$ cat config.mk
export PLATFORM = sky130hd
export DESIGN_NAME = st7735_pixel_source
export DESIGN_NICKNAME = d
export VERILOG_FILES = /design/src/rtl/st7735_pixel_source.sv
export SDC_FILE = /design/constraint.sdc
export NUM_CORES = 1
export LEC_CHECK = 0
export ABC_AREA = 1
export BUFFER_PORTS_ARGS = -buffer_cell sky130_fd_sc_hd__clkbuf_2
export CAP_MARGIN = 20
export CORE_MARGIN = 2
export CORE_UTILIZATION = 50
export CTS_CLUSTER_SIZE = 14
export DETAILED_ROUTE_END_ITERATION = 7
export PLACE_DENSITY = 0.77
export SLEW_MARGIN = 20
export SYNTH_ARGS = -nofsm -noshare
export SYNTH_HDL_FRONTEND = slang
export SYNTH_SLANG_ARGS = --single-unit
$ cat constraint.sdc
create_clock -name SYSTEM_CLK -period 2.2 [get_ports SYSTEM_CLK]
set_clock_uncertainty 0.15 [all_clocks]
set_input_delay 0.11 -clock SYSTEM_CLK [delete_from_list [all_inputs] [get_ports SYSTEM_CLK]]
set_output_delay 0.11 -clock SYSTEM_CLK [all_outputs]
set_load 0.02 [all_outputs]
$ cat src/rtl/st7735_pixel_source.sv
// RGB565 test-pattern source for the ST7735 driver: raster-order pixels over valid/ready
// with frame/line markers. Define PIXSRC_BORDER_EN to force a FG-coloured one-pixel border.
module st7735_pixel_source #(
  parameter int WIDTH        = 160,
  parameter int HEIGHT       = 80,
  parameter int CHECKER_LOG2 = 3,
  parameter int GAP_CYCLES   = 16
) (
  input  logic                      SYSTEM_CLK,
  input  logic                      RESET_N,
  input  logic                      ENABLE,
  input  logic [1:0]                MODE,
  input  logic [15:0]               FG_COLOR,
  input  logic [15:0]               BG_COLOR,
  output logic [15:0]               PIXEL_DATA,
  output logic                      PIXEL_VALID,
  input  logic                      PIXEL_READY,
  output logic                      FRAME_START,
  output logic                      LINE_END,
  output logic                      FRAME_END,
  output logic [$clog2(WIDTH):0]    PIXEL_X,
  output logic [$clog2(HEIGHT):0]   PIXEL_Y,
  output logic [7:0]                FRAME_COUNT,
  output logic                      BUSY
);

  localparam int XW    = $clog2(WIDTH) + 1;
  localparam int YW    = $clog2(HEIGHT) + 1;
  localparam int BAR_W = (WIDTH / 8 > 0) ? WIDTH / 8 : 1;
  localparam int GW    = (GAP_CYCLES > 1) ? $clog2(GAP_CYCLES) : 1;

  localparam logic [XW-1:0] X_LAST   = XW'(WIDTH - 1);
  localparam logic [YW-1:0] Y_LAST   = YW'(HEIGHT - 1);
  localparam logic [XW-1:0] BAR_LAST = XW'(BAR_W - 1);
  localparam logic [GW-1:0] GAP_LAST = GW'((GAP_CYCLES > 0) ? GAP_CYCLES - 1 : 0);

  typedef enum logic [1:0] {S_IDLE, S_STREAM, S_GAP} state_t;

  state_t        state_q, state_d;
  logic [1:0]    mode_q, mode_d;
  logic [15:0]   fg_q, fg_d, bg_q, bg_d;
  logic [XW-1:0] x_d, bar_cnt_q, bar_cnt_d;
  logic [YW-1:0] y_d;
  logic [2:0]    bar_idx_q, bar_idx_d;
  logic [GW-1:0] gap_q, gap_d;
  logic [15:0]   data_d;
  logic          valid_d, fs_d, le_d, fe_d, busy_d;
  logic [7:0]    fc_d;
  logic          xfer, do_start, do_adv;

  function automatic logic [15:0] bar_color(input logic [2:0] idx);
    case (idx)
      3'd0:    return 16'hFFFF;
      3'd1:    return 16'hFFE0;
      3'd2:    return 16'h07FF;
      3'd3:    return 16'h07E0;
      3'd4:    return 16'hF81F;
      3'd5:    return 16'hF800;
      3'd6:    return 16'h001F;
      default: return 16'h0000;
    endcase
  endfunction

  function automatic logic [15:0] pattern(input logic [1:0] mode, input logic [15:0] fg,
                                          input logic [15:0] bg, input logic [XW-1:0] x,
                                          input logic [YW-1:0] y, input logic [2:0] bar,
                                          input logic [4:0] fc);
    logic [15:0] xe, ye, chk;
    xe  = 16'(x);
    ye  = 16'(y);
    chk = (xe >> CHECKER_LOG2) ^ (ye >> CHECKER_LOG2);
    case (mode)
      2'd0:    return fg;
      2'd1:    return bar_color(bar);
      2'd2:    return (|(chk & 16'd1)) ? fg : bg;
      default: return ((xe >> 3) << 11) | (((ye >> 1) & 16'h003F) << 5) | {11'd0, fc};
    endcase
  endfunction

  // NOTE: every signal written here gets a default first so no path leaves it unassigned (no latches).
  always_comb begin
    state_d   = state_q;
    mode_d    = mode_q;
    fg_d      = fg_q;
    bg_d      = bg_q;
    x_d       = PIXEL_X;
    y_d       = PIXEL_Y;
    bar_cnt_d = bar_cnt_q;
    bar_idx_d = bar_idx_q;
    gap_d     = gap_q;
    data_d    = PIXEL_DATA;
    valid_d   = PIXEL_VALID;
    fs_d      = FRAME_START;
    le_d      = LINE_END;
    fe_d      = FRAME_END;
    fc_d      = FRAME_COUNT;
    do_start  = 1'b0;
    do_adv    = 1'b0;
    xfer      = PIXEL_VALID && PIXEL_READY;

    unique case (state_q)
      S_IDLE: do_start = ENABLE;
      S_STREAM: begin
        if (xfer) begin
          if (FRAME_END) begin
            fc_d    = FRAME_COUNT + 8'd1;
            valid_d = 1'b0;
            fs_d    = 1'b0;
            le_d    = 1'b0;
            fe_d    = 1'b0;
            gap_d   = '0;
            // With no gap, IDLE makes the restart decision one clock later.
            state_d = (GAP_CYCLES == 0) ? S_IDLE : S_GAP;
          end else begin
            do_adv = 1'b1;
          end
        end
      end
      S_GAP: begin
        gap_d = gap_q + 1'b1;
        if (gap_q == GAP_LAST) begin
          if (ENABLE) do_start = 1'b1;
          else        state_d  = S_IDLE;
        end
      end
      default: state_d = S_IDLE;
    endcase

    if (do_start) begin
      mode_d    = MODE;
      fg_d      = FG_COLOR;
      bg_d      = BG_COLOR;
      x_d       = '0;
      y_d       = '0;
      bar_cnt_d = '0;
      bar_idx_d = '0;
      state_d   = S_STREAM;
    end

    if (do_adv) begin
      if (PIXEL_X == X_LAST) begin
        x_d       = '0;
        y_d       = PIXEL_Y + 1'b1;
        bar_cnt_d = '0;
        bar_idx_d = '0;
      end else begin
        x_d = PIXEL_X + 1'b1;
        if (bar_cnt_q == BAR_LAST) begin
          bar_cnt_d = '0;
          if (bar_idx_q != 3'd7) bar_idx_d = bar_idx_q + 3'd1;
        end else begin
          bar_cnt_d = bar_cnt_q + 1'b1;
        end
      end
    end

    if (do_start || do_adv) begin
      valid_d = 1'b1;
      data_d  = pattern(mode_d, fg_d, bg_d, x_d, y_d, bar_idx_d, FRAME_COUNT[4:0]);
`ifdef PIXSRC_BORDER_EN
      if (x_d == '0 || x_d == X_LAST || y_d == '0 || y_d == Y_LAST) data_d = fg_d;
`else
`endif
      fs_d = (x_d == '0) && (y_d == '0);
      le_d = (x_d == X_LAST);
      fe_d = le_d && (y_d == Y_LAST);
    end

    busy_d = (state_d != S_IDLE);
  end

  // NOTE: sequential state uses non-blocking assignments so all registers update together.
  always_ff @(posedge SYSTEM_CLK) begin
    if (!RESET_N) begin
      state_q     <= S_IDLE;
      mode_q      <= '0;
      fg_q        <= '0;
      bg_q        <= '0;
      bar_cnt_q   <= '0;
      bar_idx_q   <= '0;
      gap_q       <= '0;
      PIXEL_DATA  <= '0;
      PIXEL_VALID <= 1'b0;
      FRAME_START <= 1'b0;
      LINE_END    <= 1'b0;
      FRAME_END   <= 1'b0;
      PIXEL_X     <= '0;
      PIXEL_Y     <= '0;
      FRAME_COUNT <= '0;
      BUSY        <= 1'b0;
    end else begin
      state_q     <= state_d;
      mode_q      <= mode_d;
      fg_q        <= fg_d;
      bg_q        <= bg_d;
      bar_cnt_q   <= bar_cnt_d;
      bar_idx_q   <= bar_idx_d;
      gap_q       <= gap_d;
      PIXEL_DATA  <= data_d;
      PIXEL_VALID <= valid_d;
      FRAME_START <= fs_d;
      LINE_END    <= le_d;
      FRAME_END   <= fe_d;
      PIXEL_X     <= x_d;
      PIXEL_Y     <= y_d;
      FRAME_COUNT <= fc_d;
      BUSY        <= busy_d;
    end
  end

endmodule

# == Yosys cells after proc, flatten, opt, wreduce, memory -nomap -nowiden ==
# Cells that the tools add are included.
# classes
muxes,45
n_addsub,6
n_shift,0
reduce_logical,19
eq_ne,18
bitwise,3
n_mul,0
div_mod_pow,0
n_lt_le_gt_ge,0
# op_table
cell,n
$pmux 16 s7,1
$mux 9,7
$mux 16,3
$pmux 16 s3,1
$mux 8,3
$add 9x1->9 const B,2
$eq 9x8->1 const B,2
$add 8x1->8 const B,2
$or 16x11->16,1
$or 16x5->16,1
$mux 3,5
$mux 1,14
$mux 2,6
$reduce_bool 2->1,6
$eq 3x3->1 const B,3
$eq 9x5->1 const B,1
$logic_not 9->1,1
$reduce_and 3->1,3
$eq 8x7->1 const B,1
$logic_not 8->1,1
$mux 4,2
$pmux 4 s2,1
$eq 3x2->1 const B,2
$pmux 2 s3,1
15 further kinds,21
# totals
word_cells,107
mem_bits_rw,0
rom_bits,0
ff_bits,98
out_inout_bits,46
latch_bits,0
n_memories,0

# == Depth between registers and ports, before layout ==
# depth
depth_word,11
depth_mapped,16
mapped_depth_nobuf,15

# == Worst setup path after synthesis ==
# OpenSTA, ideal clock, no wires.
# synth_path
kind,register to register
start,reg PIXEL_X[1]
end,reg PIXEL_DATA[10]
t_required_ps,1936
setup_time_ps,114
arrival_ps,1943
setup_slack_ps,-7
stages_incl_launch_ff,16
cell_sequence,dfxtp_1 ha_1 nand3_4 nor2_8 nand2_4 nor2_8 nand2_4 nand2_4 nand2_4 nand2_4 buf_6 nand2_1 nand3_1 nand2_1 o21bai_1 inv_1
# synth_between
elab_chain_cells,6
elab_cells_between_ends,21
classes_between,1 x add/sub; 7 x eq/ne; 9 x mux; 3 x bitwise; 1 x reduce/logical
# synth_rtl
element,line,rtl
from (decl),21,"output logic [$clog2(WIDTH):0] PIXEL_X,"
from (signal assigned),187,PIXEL_X <= '0;
from (signal assigned),204,PIXEL_X <= x_d;
$add 9x1->9 or $eq 9x8->1 (tied branches),"147, 141",
"$mux 9, or another cell as far along",141,if (PIXEL_X == X_LAST) begin
"$mux 9, or another cell as far along",140,if (do_adv) begin
"$xor 1x1->1, or another cell as far along",71,chk = (xe >> CHECKER_LOG2) ^ (ye >> CHECKER_LOG2);
"$mux 16, or another cell as far along",75,2'd2: return (|(chk & 16'd1)) ? fg : bg;
$pmux 16 s3 *,72,case (mode)
to (signal assigned),199,PIXEL_DATA <= data_d;
to (decl),15,"output logic [15:0] PIXEL_DATA,"
# Mark *: on every way between the ends. The rest lies on a longest branch, timed or not.
# A chain may end at the register's enable or synchronous reset.

# == Worst setup path after layout ==
# layout_path
start,reg gap_q[1]
end,reg FRAME_START
# layout_between
elab_chain_cells,9
elab_cells_between_ends,17
classes_between,1 x eq/ne; 8 x mux; 8 x reduce/logical
# layout_rtl
element,line,rtl
from (decl),45,"logic [GW-1:0] gap_q, gap_d;"
from (signal assigned),198,gap_q <= gap_d;
$eq 4x4->1 *,121,if (gap_q == GAP_LAST) begin
$mux 1 *,121,
$pmux 1 s2 *,101,unique case (state_q)
$mux 8,129,if (do_start) begin
$mux 8,141,
$mux 8,140,
$logic_not 8->1,164,fs_d = (x_d == '0) && (y_d == '0);
$logic_and 1x1->1,164,
$mux 1,157,if (do_start || do_adv) begin
to (signal assigned),201,FRAME_START <= fs_d;
to (decl),18,"output logic FRAME_START,"
# Marks and branches as above.

==> metrics.cfg <==
[logic_synthesis]
syn_area_um2 = 5130
syn_avg_cell_area_um2 = 6.72
yosys.cell_types.count = 40
async_reset_ff_share_pct = 0
ys_seq_elements = 98
syn_inst = 764
synthesis.nets = 809
netlist.area_leader.share_pct = 38.2
synth_top_cell_by_area = dfxtp_1
synthFlopType = dfxtp_1
synth.area.top_cells = dfxtp_1, nand2_1, nor2_1, nand3_1, inv_1
ys_warn_count = 0
ys_seq_area_share_pct = 38.2
synth_edf_count = 0

[worst_setup_path]
timing.rr.start = gap_q[1]
r2r_end = FRAME_START
path_cells = ha_4, nand3_4, nand2_2, nand2_4, buf_12, buf_12, buf_4, nand2_1, o21ai_1, inv_1, nand3_1, nor2_1, nand2_1, nor2_2, nand2_1, a21oi_2
crit_path_max_incr_delay_ns = 0.37
worstPathMaxFanout = 6
worst_path_max_delay_cell = dfxtp_2
timing.critical_path.mode_cell = nand2_1
crit_type = flip-flop to flip-flop
ff2ff_path_depth = 16
crit_cells = 16
cp-end-kind = flip-flop
path_buf_inv = 4
required_ns = 2.37
reg2reg_setup_slack_ns = -0.04
cp.arrival_ns = 2.41
crit_path_start_kind = flip-flop
crit_start = gap_q[1]
critPathTopFamily = simple AND/OR/NAND/NOR gates

[die]
dieArea_um2 = 11100
die_x_um = 105
rows = 36
die_y_um = 105
ioPinCount = 84
core_area_um2 = 9860
start_util_pct = 52.0

[sta]
timing.final.crit_share_pct = 102
rsz0062_at_grt = yes
min_period_ns = 2.24
setup_violations = 2
max_freq_mhz = 447
drv_slew = 0
hold_viol_final = 0
tightest_slew_ns = 0.497
max_slew_margin_pct = 66.4
layout_setup_ws_ns = -0.0361
holdWs_ns = 0.0120

[placed_design]
gp_congestion = 0.931
hpwl_mm = 10.7
pre_cts_slack_ns = -0.101
dp_cells = 995
io_buffers = 83

[routing]
wl_per_cell_um = 15.2
ant_nets = 0
drt_iter0_markers = 424
drc = 0
vias = 5783
vias_per_cell = 5.44
drt-pass1-iter-count = 6
wl_mm = 16.2

[clock_network]
clock-root-buffer = clkbuf_8
cts_sinks = 98
cts_tree = yes
htreeDepth = 3
numCtsBuffers = 9
clk_pin_slew_worst_paths_ns = 0.11
cts_buffer_depth = 2
insertion_delay_ns = 0.39

[finish]
syn2layout_area_growth_pct = 38.4
nets = 971
finalNonFillerCells = 1064
diodes = 0
final_core_util_pct = 72.0
drive_above_1_share_pct = 31.1

[grt]
grt_pass1_wl_mm = 24.5
grt_max_degree = 46
track_usage_pct = 27.2
antenna_found_initial = 0
grt_pass1_vias = 5307
grt_overflow = 0

[min_path]
holdPathStages = 3
min_path_type = input port to flip-flop
hold_end = state_q[1]
worstHoldStart = ENABLE

[status]
outcome = finished with violations
violations = negative setup slack

[job]
drv_cap = 0

[power_and_ir_drop]
power_density_nw_per_um2 = 547
p_leak_nw = 3.42
power_mw = 3.89
vdd_drop_max_v = 0.000478

## registers in the layout, indices dropped and copies added, names as in the netlist
register     cells
fg_q            16
FRAME_COUNT      8
LINE_END         1
PIXEL_Y          8
FRAME_END        1
bar_idx_q        3
mode_q           2
bg_q            16
FRAME_START      1
state_q          2
PIXEL_VALID      1
PIXEL_DATA      16
PIXEL_X          9
gap_q            4
bar_cnt_q        9
BUSY             1
## worst max path at each step
stage	endpoint	slack, ns
2_1_floorplan	PIXEL_DATA[10]	0.10
3_3_place_gp	PIXEL_DATA[15]	-0.04
3_5_place_dp	PIXEL_DATA[11]	-0.10
4_1_cts	FRAME_END	0.004
5_1_grt	PIXEL_DATA[8]	-0.14
6_report	FRAME_START	-0.04
## report_power, final
| group | internal [mW] | switching, mW | leakage, nW |
|---|---|---|---|
| registers | 1.86 | 0.0450 | 0.803 |
| clock network | 0.432 | 0.714 | 0.0925 |
| logic | 0.340 | 0.500 | 2.53 |
## cells in the final DEF, fill, tap and decap left out, drive strengths merged
cell and n:
a31oi 1, a21oi 37, or2 12, dfxtp 98, xor2 4, nand2 215, o21bai 5, nor3b 2
nand3 74, and2 2, nand3b 1, and3 3, nor4 1, a211oi 2, ha 7, o311ai 1
clkinv 2, buf 63, o21ai 52, dlygate4sd3 33, nor3 12, inv 89, nor2 110, clkbuf 93
mux2i 10, nand4 1, clkinvlp 1
## metrics by stage
| stage | instance area [µm²] | setup TNS, ns |
|---|---|---|
| global route | 7100 | -1.18 |
| CTS | 6570 | 0 |
| floorplan | 5130 | 0 |
| finish | 7100 | -0.0436 |
| detailed placement | 5970 | -1.03 |
| global placement | 5970 | -0.143 |
## metal layers
metal | GRT usage, % | share of wire (%)
met5 | 0 | 0
met4 | 12.8 | 3.1
met3 | 3.83 | 6.7
met2 | 46.7 | 50
met1 | 33.4 | 40
## worst min-delay path, stage by stage
cell	delay, ns
clkbuf_2	0.10
o311ai_0	0.19
nor2_1	0.11
## layout make-up
type / count / area, µm²
repair buffers: 180 / 1350
inverters: 85 / 334
fillers: 690 / 2760
clock inverters: 7 / 58.8
well taps: 133 / 166
flip-flops and latches: 98 / 1970
clock buffers: 9 / 124
multi-input cells: 552 / 3100
## repair_timing
item	4_1_cts	5_1_grt
pin swaps	5	39
hold buffers	32	1
gates cloned	0	3
hold endpoints to repair	32	1
endpoints found under the setup margin	20	25
gates resized for setup	24	108
setup buffers	3	14
## Yosys cell counts (3+ instances only)
| cell type | n |
|---|---|
| nand2_1 | 205 |
| nor2_1 | 101 |
| dfxtp_1 | 98 |
| inv_1 | 79 |
| nand3_1 | 70 |
| o21ai_0 | 47 |
| a21oi_1 | 37 |
| buf_2 | 12 |
| clkbuf_1 | 11 |
| nor3_1 | 11 |
| or2_2 | 11 |
| mux2i_1 | 10 |
| ha_1 | 7 |
| nand2_4 | 6 |
| buf_4 | 5 |
| inv_2 | 5 |
| nor2_2 | 5 |
| o21bai_1 | 5 |
| xor2_1 | 4 |
| and3_1 | 3 |
| nand2_2 | 3 |
| nor2_8 | 3 |
| o21ai_2 | 3 |
## cell families after synthesis
group / Yosys count / share of synthesized area (%)
multiplexers: 10 / 1.95
XOR/XNOR: 4 / 0.683
adder cells (fa/ha/maj): 7 / 1.71
buffers and inverters: 115 / 9.22
AO/OA/AOI/OAI: 98 / 10.2
flip-flops: 98 / 38.2
AND/OR/NAND/NOR: 432 / 38.0
Power figures use the tool's default switching activity.
